## config.mk

```make
export PLATFORM = sky130hd
export DESIGN_NAME = prog_tick_gen
export DESIGN_NICKNAME = d
export VERILOG_FILES = /design/src/rtl/prog_tick_gen.sv
export SDC_FILE = /design/constraint.sdc
export NUM_CORES = 1
export LEC_CHECK = 0
export CAP_MARGIN = 0
export CORE_ASPECT_RATIO = 1.4
export CORE_UTILIZATION = 40
export DETAILED_ROUTE_END_ITERATION = 10
export HOLD_SLACK_MARGIN = 0.08
export PLACE_DENSITY = 0.57
export SLEW_MARGIN = 10
export SYNTH_ARGS = -nofsm -noshare
export SYNTH_HDL_FRONTEND = slang
export SYNTH_SLANG_ARGS = --single-unit
export TNS_END_PERCENT = 10
```

## constraint.sdc

```tcl
create_clock -name clk -period 3.4 [get_ports clk]
set_input_delay 1.02 -clock clk [delete_from_list [all_inputs] [get_ports clk]]
set_output_delay 1.02 -clock clk [all_outputs]
set_load 0.005 [all_outputs]
```

## src/rtl/prog_tick_gen.sv

```systemverilog
// prog_tick_gen: programmable periodic / one-shot tick generator.
// Optional mid-period output tick_half enabled by define TICK_HALF_EN.
module prog_tick_gen #(
  parameter int CNT_W      = 24,
  parameter int DEF_PERIOD = 500_000,
  parameter int TCNT_W     = 8
) (
  input  logic              clk,
  input  logic              rst_n,
  input  logic              en,
  input  logic              mode,
  input  logic              start,
  input  logic              period_ld,
  input  logic [CNT_W-1:0]  period_in,
  output logic              tick,
  output logic              busy,
  output logic              period_err,
`ifdef TICK_HALF_EN
  output logic              tick_half,
`endif
  output logic [TCNT_W-1:0] tick_count
);

  typedef enum logic [1:0] {
    IDLE    = 2'd0,
    RUN     = 2'd1,
    ONESHOT = 2'd2
  } state_t;

  localparam logic [CNT_W-1:0] DEF_P = CNT_W'(DEF_PERIOD);
  localparam logic [CNT_W-1:0] ONE   = CNT_W'(1);
  localparam logic [CNT_W-1:0] TWO   = CNT_W'(2);
  localparam logic [TCNT_W-1:0] TC1  = TCNT_W'(1);

  state_t           state_q;
  state_t           state_d;
  logic [CNT_W-1:0] counter;
  logic [CNT_W-1:0] period_act;
  logic [CNT_W-1:0] shadow;
  logic             pend;
  logic             wrap;
  logic             tick_d;
  logic             ld_ok;
  logic             ld_bad;
  logic             active;

  assign active = (state_q != IDLE);
  assign wrap   = active && (counter == period_act - ONE);
  assign tick_d = en && wrap;
  assign ld_bad = period_ld && (period_in < TWO);
  assign ld_ok  = period_ld && !ld_bad;
  assign busy   = active;

`ifdef TICK_HALF_EN
  assign tick_half = active &&
    (counter == (period_act >> 1) - ONE);
`endif

  // State register
  always_ff @(posedge clk or negedge rst_n) begin
    if (!rst_n) state_q <= IDLE;
    else        state_q <= state_d;
  end

  // Next-state logic; en low aborts from anywhere
  always_comb begin
    state_d = state_q;
    unique case (state_q)
      IDLE: begin
        if (en && !mode)
          state_d = RUN;
        else if (en && mode && start)
          state_d = ONESHOT;
      end
      RUN: begin
        if (!en) state_d = IDLE;
      end
      ONESHOT: begin
        if (!en || wrap) state_d = IDLE;
      end
      default: state_d = IDLE;
    endcase
  end

  // Period counter: runs 0..P-1 while active
  always_ff @(posedge clk or negedge rst_n) begin
    if (!rst_n)
      counter <= '0;
    else if (!en || !active || wrap)
      counter <= '0;
    else
      counter <= counter + ONE;
  end

  // Tick pulse and running tick count
  always_ff @(posedge clk or negedge rst_n) begin
    if (!rst_n) begin
      tick       <= 1'b0;
      tick_count <= '0;
    end else begin
      tick <= tick_d;
      if (tick_d) tick_count <= tick_count + TC1;
    end
  end

  // Period load: direct in IDLE, shadowed until wrap when busy
  always_ff @(posedge clk or negedge rst_n) begin
    if (!rst_n) begin
      period_act <= DEF_P;
      shadow     <= '0;
      pend       <= 1'b0;
      period_err <= 1'b0;
    end else begin
      period_err <= ld_bad;
      if (!active) begin
        if (ld_ok) begin
          period_act <= period_in;
          pend       <= 1'b0;
        end else if (pend) begin
          period_act <= shadow;
          pend       <= 1'b0;
        end
      end else begin
        if (tick_d && pend)
          period_act <= shadow;
        if (ld_ok) begin
          shadow <= period_in;
          pend   <= 1'b1;
        end else if (tick_d) begin
          pend <= 1'b0;
        end
      end
    end
  end

endmodule

```

==> results.json <==
{
  "status": "finished clean",
  "netlist_instances": 645,
  "drc": 0,
  "avgSynthCellArea_um2": 9.19,
  "dp_cells": 864,
  "yosys-top-cells-area": "dfrtp_1 33%, nor3_1 5.5%, mux2_2 4.9%",
  "p_comb_share_pct": 33.5,
  "antenna_left": 0,
  "portBuffers": 40,
  "firstDrtPassIters": 4,
  "synthMuxAreaShare_pct": 8.99,
  "hold_depth": 1,
  "drt_wl_total_um": 16800,
  "irDropWorstVdd_mv": 0.266,
  "syn-cell-area_um2": 5930,
  "cts-root-buf": "clkbuf_16",
  "ys_ff_latch": 85,
  "fp.dieArea_um2": 15300,
  "synth_top_area_share_pct": 32.9,
  "wl_per_cell_um": 19.0,
  "synthFlopType": "dfrtp_1",
  "cts_tree": "yes",
  "routed-wl-met3_um": 657,
  "ys_warn_count": 0,
  "clock_latency_ps": 350,
  "yosys.area_share.simple_pct": 29.0,
  "die_w_um": 105,
  "synth-edff-count": 0,
  "cp-end-kind": "flip-flop",
  "nNetsFinal": 719,
  "slew_headroom_pct": 42.3,
  "die_h_um": 146,
  "drv_slew": 0,
  "critical_path.max_fanout": 16,
  "initial_utilization_pct": 41.0,
  "crit_path_start_kind": "flip-flop",
  "highest_layer": "met4",
  "switching_power_mw": 1.51,
  "p_seq_share_pct": 39.4,
  "routed-wl-met2_um": 8740,
  "drive_gt1_share_pct": 17.7,
  "switching_share_pct": 37.4,
  "synthTopCellsByCount": "78 x dfrtp_1, 65 x nor3_1, 44 x nor2_1, 43 x nand4_1, 41 x clkbuf_1",
  "power_frac_clock_pct": 27.1,
  "r2r_cells": 8,
  "ys_seq_area_share_pct": 36.0,
  "grt_pass1_wl_um": 28100,
  "yosysMostFrequentCell": "dfrtp_1",
  "htree_levels": 3,
  "rsz0062_at_grt": "false",
  "holdCritPathClass": "reg -> reg",
  "critPathRequiredTime_ps": 3610,
  "io_pins": 41,
  "antennaDiodeCount": 0,
  "finalCritPeriodShare_pct": 93.3,
  "path_depth": 8,
  "grt_max_degree": 75,
  "vias": 5417,
  "finalClockSkew_ps": 8.35,
  "period_needed_ps": 3170,
  "leakage_nw": 2.81,
  "clk_pin_slew_ps": 70,
  "crit_family": "simple AND/OR/NAND/NOR gates",
  "synth_compound_area_share_pct": 12.0,
  "critPathBufInv": 1,
  "cts.sinks": 85,
  "avgViaCountPerCell": 6.16,
  "p_int_mw": 2.52,
  "ctsHoldBuffers": 0,
  "yosys.cell_types.count": 61,
  "slowest_stage": "or4_1",
  "yosys.area.top_type": "dfrtp_1",
  "power_mw": 4.03,
  "met1_length_um": 6890,
  "overflow": 0,
  "cts_buffers": 9,
  "path_class": "reg -> reg",
  "cts_buffer_depth": 2,
  "synth_fp_nets": 678,
  "cp_cell_sequence": "or4_1 -> nor4_1 -> o211ai_1 -> nor2b_1 -> or2_2 -> buf_4 -> o311ai_0 -> nand3_1",
  "max_freq_ghz": 0.315,
  "antenna_found_initial": 0,
  "grt_pass1_vias": 5337,
  "dpl.hpwl_um": 11800,
  "synth_top_family_by_area": "simple AND/OR/NAND/NOR gates",
  "grt_usage_pct": 23.0,
  "place_congestion": 0.929,
  "synthAdderAreaFrac_pct": 0.633,
  "max_stage_delay_ps": 640,
  "powerDensity_nw_per_um2": 570,
  "core_area_um2": 14400,
  "tightest_slew_ps": 863,
  "async_reset_ff_share_pct": 100,
  "syn2layout_area_growth_pct": 19.3,
  "setup_viol": 0,
  "max_cap_violations": 0,
  "yosys.area_share.xor_xnor_pct": 7.98,
  "drtIter0Drc": 258,
  "hold_viol": 0,
  "fin_cells": 880,
  "arrival_ps": 3380,
  "rows": 52
}
==> power groups by stage <==
| stage | Combinational, mW | Sequential (mW) | Clock [mW] |
|---|---|---|---|
| after detailed placement | 1.33 | 1.59 | 0 |
| after global placement | 1.29 | 1.58 | 0 |
| after floorplan | 1.08 | 1.41 | 0 |
| final | 1.35 | 1.59 | 1.09 |
| after CTS | 1.34 | 1.57 | 1.11 |
| after global routing | 1.49 | 1.62 | 1.16 |
==> metrics by stage <==
step / utilization, % / hold slack (ps) / area (um2) / TNS [ps] / worst slack, ps
finish: 49.0 / 458 / 7070 / 0 / 227
global route: 49.0 / 480 / 7070 / 0 / 15.5
CTS: 48.8 / 465 / 7050 / 0 / 194
detailed placement: 46.6 / 456 / 6730 / -336 / -91.3
global placement: 46.6 / 441 / 6730 / -26.9 / -10.9
floorplan: - / 427 / 5930 / 0 / 312
==> placed cells by master, fill, tap and decap left out, types with 5 or more instances in the layout <==
cell and n:
nor4_4 5, nand3_1 36, o211ai_1 6, xor2_1 32, nor4_1 8, buf_12 5, inv_1 11, nor3_1 65
dfrtp_1 78, o311ai_0 24, and3_1 26, mux2_2 26, buf_4 44, nand2_1 22, or4_1 6, a311oi_1 6
nor2_1 43, nor4_2 5, a211oi_1 24, mux2i_1 24, clkdlybuf4s50_1 39, dfstp_2 7, clkbuf_16 9, nand4_1 43
xnor2_1 22
==> final timing paths <==
check	start	end	slack (ps)
min reg2reg	state_q[0]$_DFFE_PN0P_	state_q[1]$_DFFE_PN0P_	460
max in group asynchronous	rst_n	period_act[8]$_DFFE_PN1P_	1950
max reg2reg	period_act[4]$_DFFE_PN0P_	period_act[10]$_DFFE_PN0P_	230
max	period_act[4]$_DFFE_PN0P_	period_act[10]$_DFFE_PN0P_	230
min	state_q[0]$_DFFE_PN0P_	state_q[1]$_DFFE_PN0P_	460
min in group asynchronous	rst_n	counter[0]$_DFF_PN0_	660
==> kinds of logic (layout without fill, tap and decap cells) <==
family | Yosys count | in the layout
and+or+nand+nor | 293 | 293
AOI/OAI and AO/OA | 88 | 88
DFF | 85 | 85
buffers and inverters | 72 | 118
xor gates and xnor gates | 54 | 54
muxes | 50 | 50
adders and majority gates | 3 | 3
==> registers in the layout (all words and copies together), names as in the netlist <==
name and count:
counter 24, pend 1, period_act 24, period_err 1, shadow 24, state_q 2
tick 1, tick_count 8
==> per-layer routing <==
metal | track usage [%] | up-vias
li1 | - | 2540
met3 | 3.04 | 31
met1 | 28.1 | 2694
met5 | 0 | -
met4 | 8.94 | 0
met2 | 40.7 | 152
==> layout make-up <==
type                    instances  area (um2)
fillers                      1373        7370
multi-input cells             488        3490
flip-flops and latches         85        2140
repair buffers                 90         843
clock buffers                  11         243
well taps                     189         236
clock inverters                 5        82.6
inverters                      12        45.0
==> repair_timing <==
action,CTS,global route
resized for setup,0,5
setup buffers,0,0
setup endpoints to repair,0,18
hold endpoints to repair,0,0
(Power assumes the default switching activity.)
